<file path="src/rtl/wb_write_arbiter_if.sv">
// rtl/wb_write_arbiter_if.sv - writeback arbiter bus bundle (bypass ports under WB_BYPASS_EN)
interface wb_write_arbiter_if;
    logic        pipe_we;
    logic [4:0]  pipe_w;
    logic [31:0] pipe_din;
    logic        lu_valid;
    logic        lu_ready;
    logic [4:0]  lu_w;
    logic [31:0] lu_din;
    logic        rf_we;
    logic [4:0]  rf_w;
    logic [31:0] rf_din;
    logic [31:0] busy_mask;
    logic        stall_req;
`ifdef WB_BYPASS_EN
    logic [4:0]  q1_addr;
    logic [4:0]  q2_addr;
    logic        q1_hit;
    logic        q2_hit;
    logic [31:0] q1_data;
    logic [31:0] q2_data;

    modport slave (
        input  pipe_we, pipe_w, pipe_din, lu_valid, lu_w, lu_din, q1_addr, q2_addr,
        output lu_ready, rf_we, rf_w, rf_din, busy_mask, stall_req,
               q1_hit, q2_hit, q1_data, q2_data
    );
    modport master (
        output pipe_we, pipe_w, pipe_din, lu_valid, lu_w, lu_din, q1_addr, q2_addr,
        input  lu_ready, rf_we, rf_w, rf_din, busy_mask, stall_req,
               q1_hit, q2_hit, q1_data, q2_data
    );
`else
    modport slave (
        input  pipe_we, pipe_w, pipe_din, lu_valid, lu_w, lu_din,
        output lu_ready, rf_we, rf_w, rf_din, busy_mask, stall_req
    );
    modport master (
        output pipe_we, pipe_w, pipe_din, lu_valid, lu_w, lu_din,
        input  lu_ready, rf_we, rf_w, rf_din, busy_mask, stall_req
    );
`endif
endinterface

</file>
<file path="src/rtl/wb_write_arbiter.sv">
// rtl/wb_write_arbiter.sv - register-file write port arbiter, pipe priority, buffered long-latency source (optional bypass: WB_BYPASS_EN)
module wb_write_arbiter #(
    parameter int DEPTH    = 2,
    parameter int MAX_WAIT = 8
) (
    input  logic               CLK,
    input  logic               RST,
    wb_write_arbiter_if.slave  bus
);
    localparam int AW = (DEPTH > 1) ? $clog2(DEPTH) : 1;
    localparam int CW = $clog2(DEPTH + 1);
    localparam int WW = $clog2(MAX_WAIT + 1);

    logic [4:0]    fifo_w [DEPTH];
    logic [31:0]   fifo_d [DEPTH];
    logic [AW-1:0] rd_ptr;
    logic [AW-1:0] wr_ptr;
    logic [CW-1:0] count;
    logic [WW-1:0] wait_cnt;
    logic          rf_we_q;
    logic [4:0]    rf_w_q;
    logic [31:0]   rf_din_q;

    logic pe;
    logic ready;
    logic push;
    logic pop;

    // Pipe always wins; the buffer head drains only on cycles the pipe leaves free.
    // A zero-destination LU result still handshakes but is dropped.
    assign pe    = bus.pipe_we && (bus.pipe_w != 5'd0);
    assign ready = (count < CW'(DEPTH));
    assign push  = bus.lu_valid && ready && (bus.lu_w != 5'd0);
    assign pop   = !pe && (count != '0);

    assign bus.lu_ready  = ready;
    assign bus.rf_we     = rf_we_q;
    assign bus.rf_w      = rf_w_q;
    assign bus.rf_din    = rf_din_q;
    assign bus.stall_req = (wait_cnt == WW'(MAX_WAIT));

    // Output register, FIFO storage/pointers and head age counter.
    always_ff @(posedge CLK) begin
        if (RST) begin
            rf_we_q  <= 1'b0;
            rf_w_q   <= 5'd0;
            rf_din_q <= 32'd0;
            rd_ptr   <= '0;
            wr_ptr   <= '0;
            count    <= '0;
            wait_cnt <= '0;
        end else begin
            if (pe) begin
                rf_we_q  <= 1'b1;
                rf_w_q   <= bus.pipe_w;
                rf_din_q <= bus.pipe_din;
            end else if (pop) begin
                rf_we_q  <= 1'b1;
                rf_w_q   <= fifo_w[rd_ptr];
                rf_din_q <= fifo_d[rd_ptr];
            end else begin
                rf_we_q  <= 1'b0;
            end

            if (push) begin
                fifo_w[wr_ptr] <= bus.lu_w;
                fifo_d[wr_ptr] <= bus.lu_din;
                wr_ptr         <= wr_ptr + AW'(1);
            end
            if (pop) begin
                rd_ptr <= rd_ptr + AW'(1);
            end

            case ({push, pop})
                2'b10:   count <= count + CW'(1);
                2'b01:   count <= count - CW'(1);
                default: count <= count;
            endcase

            // Age counts only a head that was present and skipped this edge.
            if (pop || (count == '0)) begin
                wait_cnt <= '0;
            end else if (wait_cnt != WW'(MAX_WAIT)) begin
                wait_cnt <= wait_cnt + WW'(1);
            end
        end
    end

    // Scoreboard: one-hot destination of every valid buffered entry.
    always_comb begin
        bus.busy_mask = 32'd0;
        for (int i = 0; i < DEPTH; i++) begin
            if (CW'(i) < count) begin
                bus.busy_mask[fifo_w[rd_ptr + AW'(i)]] = 1'b1;
            end
        end
    end

`ifdef WB_BYPASS_EN
    logic [4:0]  q_addr [2];
    logic        q_hit  [2];
    logic [31:0] q_data [2];

    assign q_addr[0]   = bus.q1_addr;
    assign q_addr[1]   = bus.q2_addr;
    assign bus.q1_hit  = q_hit[0];
    assign bus.q2_hit  = q_hit[1];
    assign bus.q1_data = q_data[0];
    assign bus.q2_data = q_data[1];

    // Operand forwarding: scan oldest (output register) to youngest FIFO slot so the last match wins.
    always_comb begin
        for (int q = 0; q < 2; q++) begin
            q_hit[q]  = 1'b0;
            q_data[q] = 32'd0;
            if (q_addr[q] != 5'd0) begin
                if (rf_we_q && (rf_w_q == q_addr[q])) begin
                    q_hit[q]  = 1'b1;
                    q_data[q] = rf_din_q;
                end
                for (int i = 0; i < DEPTH; i++) begin
                    if ((CW'(i) < count) && (fifo_w[rd_ptr + AW'(i)] == q_addr[q])) begin
                        q_hit[q]  = 1'b1;
                        q_data[q] = fifo_d[rd_ptr + AW'(i)];
                    end
                end
            end
        end
    end
`endif
endmodule

</file>
<file path="src/flat_wrapper.sv">
// flat-port wrapper written by rule: the top's interface ports become plain ports
module wb_write_arbiter_flat 
#(
    parameter int DEPTH    = 2,
    parameter int MAX_WAIT = 8
)
  (CLK, RST, bus_pipe_we, bus_pipe_w, bus_pipe_din, bus_lu_valid, bus_lu_w, bus_lu_din, bus_lu_ready, bus_rf_we, bus_rf_w, bus_rf_din, bus_busy_mask, bus_stall_req);
  wb_write_arbiter_if bus_i ();
  input  logic CLK;
  input  logic RST;
  input wire logic [$bits(bus_i.pipe_we)-1:0] bus_pipe_we;
  input wire logic [$bits(bus_i.pipe_w)-1:0] bus_pipe_w;
  input wire logic [$bits(bus_i.pipe_din)-1:0] bus_pipe_din;
  input wire logic [$bits(bus_i.lu_valid)-1:0] bus_lu_valid;
  input wire logic [$bits(bus_i.lu_w)-1:0] bus_lu_w;
  input wire logic [$bits(bus_i.lu_din)-1:0] bus_lu_din;
  output wire logic [$bits(bus_i.lu_ready)-1:0] bus_lu_ready;
  output wire logic [$bits(bus_i.rf_we)-1:0] bus_rf_we;
  output wire logic [$bits(bus_i.rf_w)-1:0] bus_rf_w;
  output wire logic [$bits(bus_i.rf_din)-1:0] bus_rf_din;
  output wire logic [$bits(bus_i.busy_mask)-1:0] bus_busy_mask;
  output wire logic [$bits(bus_i.stall_req)-1:0] bus_stall_req;
  assign bus_i.pipe_we = bus_pipe_we;
  assign bus_i.pipe_w = bus_pipe_w;
  assign bus_i.pipe_din = bus_pipe_din;
  assign bus_i.lu_valid = bus_lu_valid;
  assign bus_i.lu_w = bus_lu_w;
  assign bus_i.lu_din = bus_lu_din;
  assign bus_lu_ready = bus_i.lu_ready;
  assign bus_rf_we = bus_i.rf_we;
  assign bus_rf_w = bus_i.rf_w;
  assign bus_rf_din = bus_i.rf_din;
  assign bus_busy_mask = bus_i.busy_mask;
  assign bus_stall_req = bus_i.stall_req;
  wb_write_arbiter #(.DEPTH(DEPTH), .MAX_WAIT(MAX_WAIT)) u_core (.CLK(CLK), .RST(RST), .bus(bus_i));
endmodule
</file>
<file path="config.mk">
export PLATFORM = sky130hd
export DESIGN_NAME = wb_write_arbiter_flat
export DESIGN_NICKNAME = d
export VERILOG_FILES = /design/src/rtl/wb_write_arbiter_if.sv /design/src/rtl/wb_write_arbiter.sv /design/src/flat_wrapper.sv
export SDC_FILE = /design/constraint.sdc
export NUM_CORES = 1
export LEC_CHECK = 0
export ABC_CLOCK_PERIOD_IN_PS = 9450
export CAP_MARGIN = 20
export CORE_MARGIN = 2
export CORE_UTILIZATION = 30
export CTS_CLUSTER_DIAMETER = 80
export DETAILED_ROUTE_END_ITERATION = 8
export GPL_TIMING_DRIVEN = 0
export PLACE_DENSITY = 0.52
export SETUP_SLACK_MARGIN = 0.1
export SYNTH_ARGS = -nofsm -noshare
export SYNTH_HDL_FRONTEND = slang
export SYNTH_SLANG_ARGS = --single-unit
export TNS_END_PERCENT = 100
</file>
<file path="constraint.sdc">
create_clock -name CLK -period 9.45 [get_ports CLK]
set_input_delay 1.4175 -clock CLK [delete_from_list [all_inputs] [get_ports CLK]]
set_output_delay 1.4175 -clock CLK [all_outputs]
set_load 0.02 [all_outputs]
</file>
# ---- After elaboration in Yosys (flattened, before gate mapping)
# Memory sizes are Yosys's and may differ from the RTL's. A register that Yosys moved wholly into a read port is not among the register bits.
# Index checks and enable logic that the tools add are counted.
dict set report totals {
  reg_bits 46
  latchBits 0
  ram_bits 74
  romBits 0
  inputBits 78
  out_inout_bits 72
  elab_cells 61
  memories 2
}
dict set report classes {
  addsub 5
  n_mul 0
  div_mod_pow 0
  magnitude_cmp 7
  n_eq_ne 4
  shift 0
  mux 20
  bitwise 1
  reduce_logical 15
}
# name depth word_bits read_ports rd_clocked_by_memory_dff wr line_no
set mem_list {}
lappend mem_list {u_core.fifo_d 2 32 1 1 1 wb_write_arbiter.sv:15} ;# logic [31:0] fifo_d [DEPTH];
lappend mem_list {u_core.fifo_w 2 5 2 1 1 wb_write_arbiter.sv:14} ;# logic [4:0] fifo_w [DEPTH];
# cell n
set op_table {}
lappend op_table {{32-bit two-way mux} 4}
lappend op_table {{32-bit OR} 1}
lappend op_table {{5-bit by 6-bit less-than comparator with 1-bit output, second input constant} 2}
lappend op_table {{1-bit two-way mux} 11}
lappend op_table {{1-bit demux with 5-bit select} 2}
lappend op_table {{5-bit by 1-bit greater-or-equal comparator with 1-bit output, second input constant} 2}
lappend op_table {{5-bit two-way mux} 2}
lappend op_table {{5-bit nonzero test} 2}
lappend op_table {{1-bit logical AND} 6}
lappend op_table {{2-bit nonzero test} 3}
lappend op_table {{4-bit by 1-bit adder with 4-bit output, second input constant} 1}
lappend op_table {{4-bit == test, second input constant} 1}
lappend op_table {{1-bit by 2-bit less-than comparator with 1-bit output, first input constant} 2}
lappend op_table {{4-bit inequality test, second input constant} 1}
lappend op_table {{2-bit case mux with 2 select lines} 1}
lappend op_table {{1-bit adder, second input constant} 2}
lappend op_table {{2-bit by 1-bit adder with 2-bit output, second input constant} 1}
lappend op_table {{2-bit by 1-bit == test with 1-bit output, second input constant} 1}
lappend op_table {{2-bit == test, second input constant} 1}
lappend op_table {{2-bit zero test} 1}
lappend op_table {{2-bit less-than comparator, second input constant} 1}
lappend op_table {{2-bit OR reduction} 1}
lappend op_table {{2-bit by 1-bit subtractor with 2-bit output, second input constant} 1}
lappend op_table {{1-bit zero test} 1}
lappend op_table {{1-bit logical OR} 1}

# ---- Depth between registers and ports, before layout
# Gate-level depths: netlist of run 1.
# An unclocked memory read counts as a cell.
dict set report depth {
  depth_word 8
  mapped_depth 9
  depth_no_buf 8
}

# ---- Worst setup path after synthesis of run 1
# No wires, ideal clock.
dict set report synth_path {
  path_kind {input to register}
  from {input bus_lu_w[3]}
  to {memory u_core.fifo_d[1][0] (enable)}
  setup_time_ns 0.485
  arrival_time_ns 4.411
  required_time_ns 8.965
  setup_slack_ns 4.554
  path_stages 3
  n_path_buf 0
  cell_sequence {or4_1 o211ai_2 nor3b_1}
}
dict set report synth_via {
  elab_chain_cells 5
}
# element line_no
set synth_lines {}
lappend synth_lines {{from (decl)} flat_wrapper.sv:15} ;# input wire logic [$bits(bus_i.lu_w)-1:0] bus_lu_w;
lappend synth_lines {{5-bit nonzero test} wb_write_arbiter.sv:33} ;# assign push = bus.lu_valid && ready && (bus.lu_w != 5'd0);
lappend synth_lines {{1-bit logical AND} wb_write_arbiter.sv:33}
lappend synth_lines {{1-bit two-way mux} wb_write_arbiter.sv:65} ;# if (push) begin
lappend synth_lines {{1-bit two-way mux} wb_write_arbiter.sv:44} ;# if (RST) begin
lappend synth_lines {{1-bit two-way mux (implied by the code)} wb_write_arbiter.sv:67} ;# fifo_d[wr_ptr] <= bus.lu_din;
lappend synth_lines {{to (decl)} wb_write_arbiter.sv:15}
# Every way passes these cells.

# ---- Worst setup path in the final report of run 1
dict set report layout_path {
  from {register u_core.count[1]}
  to {output bus_busy_mask[16]}
}
dict set report layout_via {
  elab_chain_cells 4
  elab_cells_between_ends 5
  cone_classes {order compare (2); mux (2); bitwise (1)}
}
# element line_no
set layout_lines {}
lappend layout_lines {{from (decl)} wb_write_arbiter.sv:18} ;# logic [CW-1:0] count;
lappend layout_lines {{from (signal assigned)} wb_write_arbiter.sv:75} ;# 2'b10: count <= count + CW'(1);
lappend layout_lines {{from (signal assigned)} wb_write_arbiter.sv:76} ;# 2'b01: count <= count - CW'(1);
lappend layout_lines {{from (signal assigned)} wb_write_arbiter.sv:77} ;# default: count <= count;
lappend layout_lines {{1-bit by 2-bit less-than comparator with 1-bit output} wb_write_arbiter.sv:93} ;# if (CW'(i) < count) begin
lappend layout_lines {{32-bit two-way mux} wb_write_arbiter.sv:93}
lappend layout_lines {{32-bit OR (no line)} --}
lappend layout_lines {{32-bit two-way mux *} wb_write_arbiter.sv:93}
lappend layout_lines {{to (decl)} flat_wrapper.sv:21} ;# output wire logic [$bits(bus_i.busy_mask)-1:0] bus_busy_mask;
# Every way passes the cells marked *; elsewhere a longest branch is shown, timed or not.

==> results.json, run 1 <==
{
  "outcome": "completed",
  "critPathMaxFanout": 10,
  "drc": 0,
  "nFillCells": 1715,
  "drive_gt1_share_pct": 14.9,
  "final_area_um2": 7950,
  "crit_required_ns": 8.03,
  "ir_worst_vdd_mv": 0.131,
  "portBuffers": 149,
  "start_util_pct": 30.7,
  "drt_iter0_markers": 208,
  "path_cells": "inv_1, ha_1, buf_2, clkbuf_1, inv_1, nand3_1, o22ai_1, clkdlybuf4s50_1",
  "area_growth_pct": 43.7,
  "r2r_setup_slack_ns": 7.14,
  "synth_compound_area_share_pct": 10.1,
  "die_w_um": 140,
  "final-hold-violation-count": 0,
  "yosysWarnings": 0,
  "ys_ff_latch": 121,
  "synth_nets": 532,
  "r2r_start": "u_core.count[1]",
  "synth_xor_area_share_pct": 0.792,
  "hp-start": "u_core.count[0]",
  "hp-class": "reg -> reg",
  "synthMuxAreaShare_pct": 16.9,
  "antenna_found_initial": 0,
  "hpwl_um": 11300,
  "seq_area_frac_synth_pct": 57.2,
  "firstDrtPassIters": 4,
  "setup_viol": 0,
  "p_total_mw": 1.96,
  "clkPwrFrac_pct": 29.9,
  "wl_met2_um": 7460,
  "cts_buffers": 17,
  "critical-path-max-stage-delay_ns": 0.57,
  "fin_setup_tns_ns": 0,
  "num_rows": 49,
  "cp-start-kind": "register",
  "wl_per_cell_um": 17.7,
  "p_sw_share_pct": 33.7,
  "grt_usage_pct": 15.8,
  "path_buf_inv": 5,
  "setup.worst_path.class": "reg -> out",
  "dieHeight_um": 140,
  "slew_headroom_pct": 58.9,
  "yosys.area_share.simple_pct": 10.9,
  "clkLatencyLatePin_ns": 0.41,
  "pwr-share-comb_pct": 35.9,
  "maxSlewViolCount": 0,
  "cts_resized": 0,
  "grt_pass1_vias": 4494,
  "dr_wl_met3_um": 866,
  "grt_pass1_wl_um": 24100,
  "syn_area_um2": 5530,
  "wl_met1_um": 6920,
  "synth_ff_type": "edfxtp_1",
  "synth-edff-count": 74,
  "cts_root_buf": "clkbuf_16",
  "clk_pin_slew_ns": 0.05,
  "cts.sinks": 121,
  "arrival_ns": 3.03,
  "hold_buffers": 0,
  "synth_area_per_cell_um2": 12.3,
  "setup.worst_path.end_class": "primary output",
  "netlist_instances": 449,
  "rsz0062_at_grt": "false",
  "core_um2": 18000,
  "boundaryPins": 150,
  "n_antenna_cell": 0,
  "fin_crit_ns": 4.45,
  "grt_max_degree": 17,
  "p_int_mw": 1.30,
  "async_reset_ff_share_pct": 0,
  "final_common_cell": "clkdlybuf4s50_1",
  "cts_tree": "done",
  "synthAdderAreaFrac_pct": 1.13,
  "p_per_area_nw_per_um2": 246,
  "crit_start": "u_core.count[1]",
  "final_cell_mix": "clkdlybuf4s50_1, edfxtp_1, dfxtp_1",
  "p_leak_nw": 2.81,
  "clockBufferDepth": 2,
  "dieArea_um2": 19500,
  "fin_nets": 708,
  "clock_skew_ns": 0.00562,
  "cts_setup_buffers": 0,
  "maxCapViolCount": 0,
  "gp_congestion": 0.804,
  "crit_path_top_delay_cell": "clkdlybuf4s50_1",
  "finalCritPeriodShare_pct": 47.1,
  "max_freq_mhz": 225,
  "crit_top_cell": "inv_1",
  "gr-total-overflow": 0,
  "viasPerCell": 4.92,
  "post_dp_cell_area_um2": 7410,
  "seq_power_share_pct": 34.2,
  "routed.top_layer": "met4",
  "routed_wl_um": 15400,
  "crit_family": "buffers and inverters",
  "worstMarginPinSlew_ns": 0.617,
  "num_vias": 4268,
  "ant_nets": 0,
  "synth_cell_type_count": 35,
  "switchingPower_mw": 0.659,
  "cts_max_level": 4,
  "synth_top_family_by_area": "multiplexers"
}
sequential cells by signal, indices dropped and copies added, names as in the netlist, 2 cells and up, named ones only:
signal and cells:
u_core.fifo_d 64, u_core.bus.rf_din 32, u_core.fifo_w 10, u_core.bus.rf_w 5, u_core.wait_cnt 4, u_core.count 2
worst register-to-register path, stage by stage (launching register included):
cell	delay (ns)
dfxtp_1	0.30
inv_1	0.18
ha_1	0.19
buf_2	0.27
clkbuf_1	0.46
clkbuf_1	0.50
o211ai_1	0.18
mux2i_1	0.16
cell usage after synthesis, drive strengths merged (2+ instances only):
| cell | count | area [µm²] |
|---|---|---|
| nand3 | 28 | 140 |
| a32o | 2 | 20.0 |
| mux2 | 45 | 507 |
| nor2b | 4 | 25.0 |
| ha | 5 | 62.6 |
| nor2 | 4 | 15.0 |
| o21ai | 5 | 25.0 |
| mux2i | 43 | 430 |
| edfxtp | 74 | 2220 |
| o211ai | 36 | 275 |
| nand2 | 35 | 131 |
| inv | 7 | 26.3 |
| nand2b | 35 | 219 |
| buf | 10 | 73.8 |
| clkbuf | 17 | 63.8 |
| dfxtp | 47 | 941 |
| o22ai | 33 | 206 |
| or3 | 2 | 17.5 |
| nor4 | 4 | 25.0 |
| xor2 | 4 | 35.0 |
power groups by stage:
stage | Combinational [mW] | Sequential (mW) | Clock [mW]
6_report | 0.703 | 0.669 | 0.584
2_1_floorplan | 0.392 | 0.719 | 0
3_3_place_gp | 0.690 | 0.681 | 0
5_1_grt | 0.764 | 0.676 | 0.619
4_1_cts | 0.712 | 0.669 | 0.598
3_5_place_dp | 0.706 | 0.679 | 0
per-stage QoR:
stage	hold WS, ns	instances	setup WS (ns)	utilization, %
floorplan	0.507	449	4.55	-
global placement	0.526	827	1.87	40.6
detailed placement	0.550	835	5.45	41.1
CTS	0.562	867	4.98	44.1
global route	0.606	867	4.79	44.1
finish	0.564	867	5.00	44.1
path summary, 6_finish.rpt:
path                                 to  cells past startpoint
hold reg to reg         u_core.count[0]                      2
setup / recovery      bus_busy_mask[16]                      8
hold / removal          u_core.count[0]                      2
setup reg to reg  u_core.bus.rf_din[27]                      7
final cells by class:
class	count	area, µm²	share of cell area (%)
flip-flops and latches	121	3160	39.8
multi-input cells	294	2210	27.9
repair buffers	157	1580	19.9
clock buffers	18	429	5.40
well taps	229	287	3.61
plain buffers	27	138	1.73
clock inverters	14	108	1.35
inverters	7	26.3	0.331
cells by family after synthesis:
family | count (synthesis)
DFF | 121
and+or+nand+nor | 116
muxes | 88
AOI/OAI and AO/OA | 80
buffers and inverters | 34
xor gates and xnor gates | 5
adders and majority gates | 5
metal layers:
metal / GRT usage, % / up-vias
met2: 26.5 / 158
li1: - / 2062
met4: 4.42 / 0
met1: 19.8 / 2031
met3: 4.82 / 17
met5: 0 / -
Note: power is estimated with default switching activity, not from simulation.
==> run 2: changes to the inputs <==
- ABC_CLOCK_PERIOD_IN_PS: 9450 -> 4480
- clock period: 9.45 -> 4.48 ns (I/O delays scaled with it)
==> results of run 2 <==
The final DEF is identical to that of run 1. Status: completed.
Main changes from that run: setup slack after placement 5.45 ns -> 1.22 ns; setup slack after layout 5.00 ns -> 0.776 ns; register-to-register setup slack 7.14 ns -> 2.17 ns; total power 1.96 mW -> 4.12 mW; worst IR drop on VDD 0.131 mV -> 0.276 mV
==> variant, RTL diff (settings of run 2) <==
`MAX_WAIT` is set to 8 in 2 places; all go to 4.
--- a/src/rtl/wb_write_arbiter.sv
+++ b/src/rtl/wb_write_arbiter.sv
@@ -2,5 +2,5 @@
 module wb_write_arbiter #(
     parameter int DEPTH    = 2,
-    parameter int MAX_WAIT = 8
+    parameter int MAX_WAIT = 4
 ) (
     input  logic               CLK,
--- a/src/flat_wrapper.sv
+++ b/src/flat_wrapper.sv
@@ -3,5 +3,5 @@
 #(
     parameter int DEPTH    = 2,
-    parameter int MAX_WAIT = 8
+    parameter int MAX_WAIT = 4
 )
   (CLK, RST, bus_pipe_we, bus_pipe_w, bus_pipe_din, bus_lu_valid, bus_lu_w, bus_lu_din, bus_lu_ready, bus_rf_we, bus_rf_w, bus_rf_din, bus_busy_mask, bus_stall_req);
Behaviour: not the same (a bounded check fails within 10 cycles, from zero or initial values and one cycle with RST high).
==> variant against run 2 <==
- count of clock-buffer cells in the layout stayed put
- worst hold slack lost 0.0061 ns
- maximum frequency increased by 7.1%
- sequential cell count down 1
- wire length down 0.36%
- cell area barely moved
- power up 2.6%
- combinational power about the same
- area after synthesis shrank 0.41%
- setup slack improved by 0.25 ns
==> variant: results (changes against run 2) <==
[yosys]
synth_compound_area_share_pct=10.3  ; was 10.1%
ys_seq_area_share_pct=57.1  ; was 57.2%
synth_fa_ha_area_share_pct=1.14  ; was 1.13%
ys_types=36  ; was 35
synthTopCellsByCount=74 x edfxtp_1, 46 x dfxtp_1, 45 x mux2_2  ; was 74 x edfxtp_1, 47 x dfxtp_1, 45 x mux2_2
synth_xor_area_share_pct=0.477  ; was 0.792%
syn_avg_cell_area_um2=12.4  ; was 12.3 um2
synthMuxAreaShare_pct=17.0  ; was 16.9%
synthesis.nets=528  ; was 532

[grt]
grt_usage_pct=15.7  ; was 15.8%
met1_usage_pct=19.2  ; was 19.8%
met3_usage_pct=4.71  ; was 4.82%
grt_pass1_vias=4410  ; was 4494
use_met2_pct=26.4  ; was 26.5%
grt_first_pass_wirelength_um=23800  ; was 24100 um

[critical_path]
crit_type=reg2out  ; unchanged
r2r_slack_ns=2.30  ; was 2.17 ns
reg2regPathDepth=5  ; was 7
slowest_delay_ns=0.64  ; was 0.57 ns
rr_endpoint=u_core.fifo_d[1][4]  ; was u_core.bus.rf_din[27]
crit_arrival_ns=2.79  ; was 3.03 ns
endpoint=bus_busy_mask[5]  ; was bus_busy_mask[16]

[routing]
wirelength_um=15300  ; was 15400 um
dr_wl_met2_um=7330  ; was 7460 um
wl_met3_um=972  ; was 866 um
detail_route.iter0.violations=174  ; was 208
route.vias.total=4251  ; was 4268
wl_met1_um=6840  ; was 6920 um

[finish]
final_cell_count_no_fill=861  ; was 867
finalNetCount=702  ; was 708
fillers=1674  ; was 1715
drive_above_1_share_pct=15.5  ; was 14.9%

[power]
p_leak_nw=2.81  ; about the same
vdd_drop_max_v=0.000308  ; was 0.000276 V
p_sw_w=0.00139  ; about the same

[run_status]
outcome=complete, no violations  ; unchanged

[sta]
fin_skew_ns=0.00712  ; was 0.00562 ns
tightest_slew_ns=0.928  ; was 0.617 ns

[placement]
place_inst=829  ; was 835
place.gp.congestion=0.830  ; was 0.804

==> variant: cell count changes after synthesis, moves of 2 or more <==
cell | run 2 | this run
clkbuf_1 | 17 | 13
buf_2 | 5 | 8
buf_12 | 0 | 2
buf_6 | 4 | 2
xor2_1 | 4 | 2
==> variant: how the worst min path moves through the flow <==
stage	from	to	slack (ns)	cells after the start
global placement	u_core.count[0]	u_core.count[0]	0.53	2
CTS	u_core.count[0]	u_core.count[0]	0.57	2
finish	u_core.count[0]	u_core.count[0]	0.56	2
floorplan	u_core.count[0]	u_core.count[0]	0.51	2
detailed placement	u_core.count[0]	u_core.count[0]	0.56	2
global route	u_core.wait_cnt[1]	u_core.wait_cnt[1]	0.61	2
==> variant: worst register-to-register path, cell delays in order (launching register included) <==
cell      delay (ns)
dfxtp_1         0.30
inv_1           0.16
o211ai_2        0.19
nor3b_2         0.78
buf_6           0.27
buf_6           0.19
==> variant: power groups by stage <==
stage	Sequential, W	Combinational, W	Clock, W
6_report	0.00140	0.00148	0.00135
2_1_floorplan	0.00151	0.000833	0
5_1_grt	0.00141	0.00162	0.00142
3_3_place_gp	0.00143	0.00145	0
4_1_cts	0.00140	0.00150	0.00138
3_5_place_dp	0.00142	0.00149	0
==> variant: cell type report <==
class	count	share of cell area, %
clock inverters	14	1.97
plain buffers	27	2.00
repair buffers	155	19.6
well taps	229	3.60
multi-input cells	291	27.6
clock buffers	18	5.40
inverters	7	0.331
flip-flops and latches	120	39.5
==> variant: metrics by stage <==
| step | TNS (ns) | cell area [um2] | setup slack, ns |
|---|---|---|---|
| after floorplan | 0 | 5510 | 0.329 |
| after global placement | -157.88 | 7290 | -2.29 |
| after detailed placement | 0 | 7360 | 1.35 |
| after CTS | 0 | 7950 | 0.945 |
| after global routing | 0 | 7950 | 0.815 |
| final | 0 | 7950 | 1.02 |
